<file path="src/rtl/arm_mc_pkg.sv">
// Shared definitions for the multicycle ARM control unit.
//   state_t      : FSM state encoding (TRAP is only reachable with MC_ILLEGAL_TRAP_EN)
//   ALU_*        : ALUControl codes
//   OP_*         : Instr[27:26] instruction classes
//   CMD_*        : data-processing cmd field values
//   RES_*        : ResultSrc encodings
//   SRCA_*/SRCB_*: ALU operand select encodings
//   COND_*       : condition codes with special meaning
package arm_mc_pkg;

   typedef enum logic [3:0] {
      S_FETCH,
      S_DECODE,
      S_MEMADR,
      S_MEMRD,
      S_MEMWB,
      S_MEMWR,
      S_EXECUTER,
      S_EXECUTEI,
      S_ALUWB,
      S_BRANCH,
      S_TRAP
   } state_t;

   localparam logic [1:0] ALU_ADD = 2'b00;
   localparam logic [1:0] ALU_SUB = 2'b01;
   localparam logic [1:0] ALU_AND = 2'b10;
   localparam logic [1:0] ALU_ORR = 2'b11;

   localparam logic [1:0] OP_DP  = 2'b00;
   localparam logic [1:0] OP_MEM = 2'b01;
   localparam logic [1:0] OP_BR  = 2'b10;

   localparam logic [3:0] CMD_ADD = 4'b0100;
   localparam logic [3:0] CMD_SUB = 4'b0010;
   localparam logic [3:0] CMD_AND = 4'b0000;
   localparam logic [3:0] CMD_ORR = 4'b1100;
   localparam logic [3:0] CMD_CMP = 4'b1010;

   localparam logic [1:0] RES_ALUOUT    = 2'b00;
   localparam logic [1:0] RES_DATA      = 2'b01;
   localparam logic [1:0] RES_ALURESULT = 2'b10;

   localparam logic [1:0] SRCA_RD1 = 2'b00;
   localparam logic [1:0] SRCA_PC  = 2'b01;

   localparam logic [1:0] SRCB_RD2    = 2'b00;
   localparam logic [1:0] SRCB_EXTIMM = 2'b01;
   localparam logic [1:0] SRCB_FOUR   = 2'b10;

   localparam logic [3:0] COND_AL = 4'b1110;
   localparam logic [3:0] COND_NV = 4'b1111;

endpackage

</file>
<file path="src/rtl/mc_controller_condcheck.sv">
// ARM condition evaluation.
//   Cond   in  4  Instr[31:28]
//   Flags  in  4  {N,Z,C,V} registered flags
//   CondEx out 1  1 when the instruction should execute
// Cond=1111 evaluates false so an NV instruction can never write.
module condcheck
   import arm_mc_pkg::*;
(
   input  logic [3:0] Cond,
   input  logic [3:0] Flags,
   output logic       CondEx
);

   logic n, z, c, v;
   assign {n, z, c, v} = Flags;

   always_comb begin
      CondEx = 1'b0;
      case (Cond)
         4'b0000: CondEx = z;
         4'b0001: CondEx = ~z;
         4'b0010: CondEx = c;
         4'b0011: CondEx = ~c;
         4'b0100: CondEx = n;
         4'b0101: CondEx = ~n;
         4'b0110: CondEx = v;
         4'b0111: CondEx = ~v;
         4'b1000: CondEx = c & ~z;
         4'b1001: CondEx = ~c | z;
         4'b1010: CondEx = (n == v);
         4'b1011: CondEx = (n != v);
         4'b1100: CondEx = ~z & (n == v);
         4'b1101: CondEx = z | (n != v);
         COND_AL: CondEx = 1'b1;
         default: CondEx = 1'b0;
      endcase
   end

endmodule

</file>
<file path="src/rtl/mc_controller.sv">
// Multicycle ARM control unit: field decode, Moore sequencing FSM, NZCV flag register.
//   clk, reset (sync, active high)
//   Cond/Op/Funct/Rd : instruction fields from the IR
//   ALUFlags         : {N,Z,C,V} from the ALU this cycle
//   PCWrite/MemWrite/RegWrite/IRWrite : write strobes (forced 0 while reset=1)
//   AdrSrc, RegSrc, ALUSrcA, ALUSrcB, ResultSrc, ImmSrc, ALUControl : datapath selects
//   Illegal          : trap indicator
// Build option MC_ILLEGAL_TRAP_EN: illegal encodings park the FSM in TRAP (Illegal=1) until
// reset. Without it illegal encodings retire as a NOP and Illegal is tied 0.
//
// state    | meaning
// ---------+---------------------------------------------------------
// FETCH    | IR <= mem[PC], PC <= PC+4
// DECODE   | read registers, latch condition result
// MEMADR   | compute base + offset
// MEMRD    | read data memory
// MEMWB    | write loaded data to Rd
// MEMWR    | write data memory
// EXECUTER | ALU op with register operand, flags update
// EXECUTEI | ALU op with immediate operand, flags update
// ALUWB    | write ALU result to Rd
// BRANCH   | PC <= PC+8+offset
// TRAP     | illegal encoding seen, held until reset
module mc_controller
   import arm_mc_pkg::*;
(
   input  logic       clk,
   input  logic       reset,
   input  logic [3:0] Cond,
   input  logic [1:0] Op,
   input  logic [5:0] Funct,
   input  logic [3:0] Rd,
   input  logic [3:0] ALUFlags,
   output logic       PCWrite,
   output logic       MemWrite,
   output logic       RegWrite,
   output logic       IRWrite,
   output logic       AdrSrc,
   output logic [1:0] RegSrc,
   output logic [1:0] ALUSrcA,
   output logic [1:0] ALUSrcB,
   output logic [1:0] ResultSrc,
   output logic [1:0] ImmSrc,
   output logic [1:0] ALUControl,
   output logic       Illegal
);

   state_t     state;
   logic [3:0] flags;
   logic       cond_ex_r;
   logic       cond_ex;

   logic [3:0] cmd;
   logic       s_bit, i_bit;
   logic [1:0] dp_alu;
   logic       cmd_known, is_cmp;
   logic       flag_w_nz, flag_w_cv;
   logic       illegal_enc;
   logic       pc_to_rd;

   condcheck u_condcheck (
      .Cond   (Cond),
      .Flags  (flags),
      .CondEx (cond_ex)
   );

   assign cmd      = Funct[4:1];
   assign s_bit    = Funct[0];
   assign i_bit    = Funct[5];
   assign pc_to_rd = (Rd == 4'hF);

   always_comb begin
      dp_alu    = ALU_ADD;
      cmd_known = 1'b1;
      flag_w_cv = 1'b0;
      case (cmd)
         CMD_ADD: begin dp_alu = ALU_ADD; flag_w_cv = s_bit; end
         CMD_SUB: begin dp_alu = ALU_SUB; flag_w_cv = s_bit; end
         CMD_CMP: begin dp_alu = ALU_SUB; flag_w_cv = s_bit; end
         CMD_AND: dp_alu = ALU_AND;
         CMD_ORR: dp_alu = ALU_ORR;
         default: cmd_known = 1'b0;
      endcase
   end

   assign is_cmp      = (cmd == CMD_CMP);
   assign flag_w_nz   = s_bit;
   // cmd checks only matter for data-processing; mem/branch reuse Funct differently.
   assign illegal_enc = (Cond == COND_NV) || (Op == 2'b11) ||
                        ((Op == OP_DP) && (!cmd_known || (is_cmp && !s_bit)));

   always_ff @(posedge clk) begin
      if (reset) begin
         state     <= S_FETCH;
         flags     <= 4'b0000;
         cond_ex_r <= 1'b0;
      end else begin
         case (state)
            S_FETCH: state <= S_DECODE;
            S_DECODE: begin
               cond_ex_r <= cond_ex;
               if (illegal_enc) begin
`ifdef MC_ILLEGAL_TRAP_EN
                  state <= S_TRAP;
`else
                  state <= S_FETCH;
`endif
               end else begin
                  case (Op)
                     OP_MEM:  state <= S_MEMADR;
                     OP_BR:   state <= S_BRANCH;
                     default: state <= i_bit ? S_EXECUTEI : S_EXECUTER;
                  endcase
               end
            end
            S_MEMADR: state <= s_bit ? S_MEMRD : S_MEMWR;
            S_MEMRD:  state <= S_MEMWB;
            S_EXECUTER, S_EXECUTEI: begin
               if (cond_ex_r) begin
                  if (flag_w_nz) flags[3:2] <= ALUFlags[3:2];
                  if (flag_w_cv) flags[1:0] <= ALUFlags[1:0];
               end
               state <= is_cmp ? S_FETCH : S_ALUWB;
            end
`ifdef MC_ILLEGAL_TRAP_EN
            S_TRAP:   state <= S_TRAP;
`endif
            default:  state <= S_FETCH;
         endcase
      end
   end

   always_comb begin
      PCWrite    = 1'b0;
      MemWrite   = 1'b0;
      RegWrite   = 1'b0;
      IRWrite    = 1'b0;
      AdrSrc     = 1'b0;
      ALUSrcA    = SRCA_RD1;
      ALUSrcB    = SRCB_RD2;
      ResultSrc  = RES_ALUOUT;
      ALUControl = ALU_ADD;
      Illegal    = 1'b0;
      case (state)
         S_FETCH: begin
            IRWrite   = 1'b1;
            PCWrite   = 1'b1;
            ALUSrcA   = SRCA_PC;
            ALUSrcB   = SRCB_FOUR;
            ResultSrc = RES_ALURESULT;
         end
         S_DECODE: begin
            ALUSrcA   = SRCA_PC;
            ALUSrcB   = SRCB_FOUR;
            ResultSrc = RES_ALURESULT;
         end
         S_MEMADR: ALUSrcB = SRCB_EXTIMM;
         S_MEMRD:  AdrSrc  = 1'b1;
         S_MEMWR: begin
            AdrSrc   = 1'b1;
            MemWrite = cond_ex_r;
         end
         S_MEMWB: begin
            ResultSrc = RES_DATA;
            RegWrite  = cond_ex_r;
            PCWrite   = cond_ex_r & pc_to_rd;
         end
         S_EXECUTER: ALUControl = dp_alu;
         S_EXECUTEI: begin
            ALUSrcB    = SRCB_EXTIMM;
            ALUControl = dp_alu;
         end
         S_ALUWB: begin
            RegWrite = cond_ex_r;
            PCWrite  = cond_ex_r & pc_to_rd;
         end
         S_BRANCH: begin
            ALUSrcB   = SRCB_EXTIMM;
            ResultSrc = RES_ALURESULT;
            PCWrite   = cond_ex_r;
         end
`ifdef MC_ILLEGAL_TRAP_EN
         S_TRAP: Illegal = 1'b1;
`endif
         default: ;
      endcase
      // Reset must suppress every write even though state still shows the aborted step.
      if (reset) begin
         PCWrite  = 1'b0;
         MemWrite = 1'b0;
         RegWrite = 1'b0;
         IRWrite  = 1'b0;
         Illegal  = 1'b0;
      end
   end

   assign RegSrc = {(Op == OP_MEM) & ~s_bit, (Op == OP_BR)};
   assign ImmSrc = Op;

endmodule

</file>
<file path="config.mk">
export PLATFORM = sky130hd
export DESIGN_NAME = mc_controller
export DESIGN_NICKNAME = d
export VERILOG_FILES = /design/src/rtl/arm_mc_pkg.sv /design/src/rtl/mc_controller_condcheck.sv /design/src/rtl/mc_controller.sv
export SDC_FILE = /design/constraint.sdc
export NUM_CORES = 1
export LEC_CHECK = 0
export BUFFER_PORTS_ARGS = -buffer_cell sky130_fd_sc_hd__clkbuf_2
export CORE_MARGIN = 2
export CORE_UTILIZATION = 33
export DETAILED_ROUTE_END_ITERATION = 16
export GPL_TIMING_DRIVEN = 0
export MAX_ROUTING_LAYER = met4
export PLACE_DENSITY = 0.68
export SYNTH_ARGS = -nofsm -noshare
export SYNTH_HDL_FRONTEND = slang
export SYNTH_SLANG_ARGS = --single-unit
</file>
<file path="constraint.sdc">
create_clock -name clk -period 5.2 [get_ports clk]
set_clock_uncertainty 0.05 [all_clocks]
set_input_delay 0.26 -clock clk [delete_from_list [all_inputs] [get_ports clk]]
set_output_delay 0.26 -clock clk [all_outputs]
set_load 0.05 [all_outputs]
</file>
==> impl_metrics.tcl <==
set metrics [dict create \
    cts.clk_slew.worst_paths_ns 0.06 \
    vias 1046 \
    clkSinkCount 9 \
    holdBufCountCts 0 \
    cts_inserted_buffers 3 \
    coreArea_mm2 0.002686 \
    r2r_end "state[2]" \
    reg2reg_setup_slack_ns 3.27 \
    grt_antenna_before_repair 0 \
    holdPathEnd "flags[1]" \
    crit_fanout 10 \
    async_flop_share_pct 0 \
    hold_viol 0 \
    power.density_mw_per_mm2 214.5 \
    vdd_drop_max_v 0.0001175 \
    setup_viol 0 \
    grt_use_met3_pct 2.304 \
    hold_slack_ns 0.1815 \
    dieArea_mm2 0.003201 \
    p_comb_share_pct 45.9 \
    gp_congestion 0.7572 \
    critPathCaptureType "output port" \
    grtUsageTotal_pct 16.07 \
    cts_buffer_depth 2 \
    finalCritPeriodShare_pct 44.08 \
    cap_violations 0 \
    synth_area_um2 912.1 \
    worstHoldStart "ALUFlags[1]" \
    use_met1_pct 16.32 \
    yosysTopAreaCellShare_pct 19.75 \
    switching_share_pct 43.87 \
    met2_usage_pct 27.74 \
    final_cell_mix "36 x clkbuf_2, 13 x nor2_1, 10 x nand2_1, 9 x dfxtp_1" \
    first_pass_iters 4 \
    n_fill_cell 292 \
    worstRegToRegCells 5 \
    yosys.area.top_type "dfxtp_1" \
    wl_per_cell_um 12.08 \
    syn-instance-count 124 \
    pin_count 40 \
    antenna_cells 0 \
    pwr-share-clk_pct 22.9 \
    die_h_um 56.58 \
    worst_slack_ns 2.908 \
    drc_errors 0 \
    ys_warn_count 0 \
    hp-class "in2reg" \
    dp_hpwl_um 1906 \
    cts-htree-levels 1 \
    fmax_mhz 436.3 \
    hold_path_depth 3 \
    synth_edf_count 0 \
    final_antenna_net_count 0 \
    tns_ns 0 \
    tritoncts "built" \
    max_stage_delay_ns 0.35 \
    drive_above_1_share_pct 29.09 \
    initial_core_util_pct 33.95 \
    first_global_vias 982 \
    numPortBuffers 36 \
    vias_per_cell 5.337 \
    grt_overflow_total 0 \
    finalNetCount 193 \
    clk_latency_ns 0.27 \
    p_switching_uw 109.3 \
    intPower_uw 139.8 \
    synth_seq_cells 9 \
    synth_cell_types 41 \
    synth_area_leaders "dfxtp_1 20%, ha_1 6.9%, mux2i_1 5.5%" \
    totalPowerFinal_uw 249.1 \
    cts_resized 0 \
    synth_ff_type "dfxtp_1" \
    first_iter_violations 28 \
    postCtsSetupBuffers 0 \
    cts_root_buf "clkbuf_4" \
    finalCriticalPeriod_ns 2.292 \
    grt_pass1_wl_um 3953 \
    drt_wl_total_um 2367 \
    crit_path_cell_trace "clkbuf_1, nor2b_1, nand2_1, nor4_1, clkbuf_2" \
    area_growth_pct 27.30 \
    leakage_nw 0.5348 \
    seqPwrFrac_pct 31.2 \
    cp_slowest_cell "clkbuf_1" \
    rsz0062_at_grt "no" \
    postSynthAreaPerCell_um2 7.356 \
    start_kind "flip-flop" \
    fin_util_pct 43.22 \
    std_cell_rows 19 \
    place_ws_ns 3.266 \
    final_max_slew_viol_count 0 \
    required_ns 4.89 \
    die_w_um 56.58 \
    r2r-start "state[0]" \
    grt_max_degree 11 \
    grt_busiest_layer "met2" \
    outcome "completed" \
    ys_seq_area_share_pct 19.75 \
    critical_path_class "reg2out" \
    final_common_cell "clkbuf_2" \
    arrival_ns 1.98 \
]
flip-flops by register name, summed over array words and instances (netlist names):
signal / cells
flags: 4
state: 4
cond_ex_r: 1
critical path, delay by kind of cell, from the launching register on:
family | cells | cell delay (ns)
simple gates | 3 | 0.67
flops | 1 | 0.34
buf+inv | 2 | 0.69
power groups by stage:
stage / clock network [mW] / logic [mW] / registers, mW
floorplan: 0 / 0.0858 / 0.0779
global placement: 0 / 0.112 / 0.0792
detailed placement: 0 / 0.114 / 0.0792
CTS: 0.0588 / 0.114 / 0.0777
global route: 0.0607 / 0.124 / 0.0788
finish: 0.0569 / 0.114 / 0.0778
how the worst max path moves through the flow:
stage	start	endpoint	slack, ns	cells after the start
global placement	state[0]	state[2]	3.30	5
detailed placement	state[2]	ALUControl[1]	3.27	5
floorplan	state[2]	ALUControl[1]	2.50	4
CTS	state[2]	ALUControl[1]	2.95	5
finish	state[2]	ALUControl[1]	2.91	5
global route	state[2]	ALUSrcB[0]	2.85	7
synthesized netlist by cell type, drive strengths merged (2+ instances only):
cell type  number
nor2           13
nand2          10
dfxtp           9
a21oi           7
inv             7
nor2b           7
nor3            7
clkbuf          6
ha              5
mux2i           5
o21ai           5
buf             4
a211oi          3
xor2            3
a22oi           2
a31oi           2
and2            2
nand3           2
nor4            2
o22ai           2
xnor2           2
area by class of cell:
cell class / instances / area (µm²) / area share, %
timing repair buffer: 36 / 180.2 / 15.52
inverter: 7 / 26.28 / 2.263
buffer: 10 / 52.55 / 4.526
tap: 31 / 38.79 / 3.341
multi-input combinational: 99 / 656.9 / 56.57
clock buffer: 4 / 26.28 / 2.263
sequential: 9 / 180.2 / 15.52
stage by stage:
stage | std cells | cell area [µm²]
2_1_floorplan | 125 | 915.9
3_3_place_gp | 192 | 1135
3_5_place_dp | 192 | 1135
4_1_cts | 196 | 1161
5_1_grt | 196 | 1161
6_report | 196 | 1161
metal layers:
metal,part of all wire (%),vias up,routed length (µm)
li1,-,524,-
met5,0,-,0
met1,41,465,960
met4,4.0,0,94
met2,50,48,1190
met3,5.1,9,121
logic make-up (layout without fill, tap and decap cells):
logic type,Yosys count,count (layout),share of synthesized area (%)
buffers and inverters,17,57,8.642
muxes,6,6,6.722
xor gates and xnor gates,5,5,4.802
AOI/OAI and AO/OA,30,30,23.46
DFF,9,9,19.75
and+or+nand+nor,51,51,29.36
other,1,2,0.4111
adders and majority gates,5,5,6.859
Power figures use the tool's default switching activity.
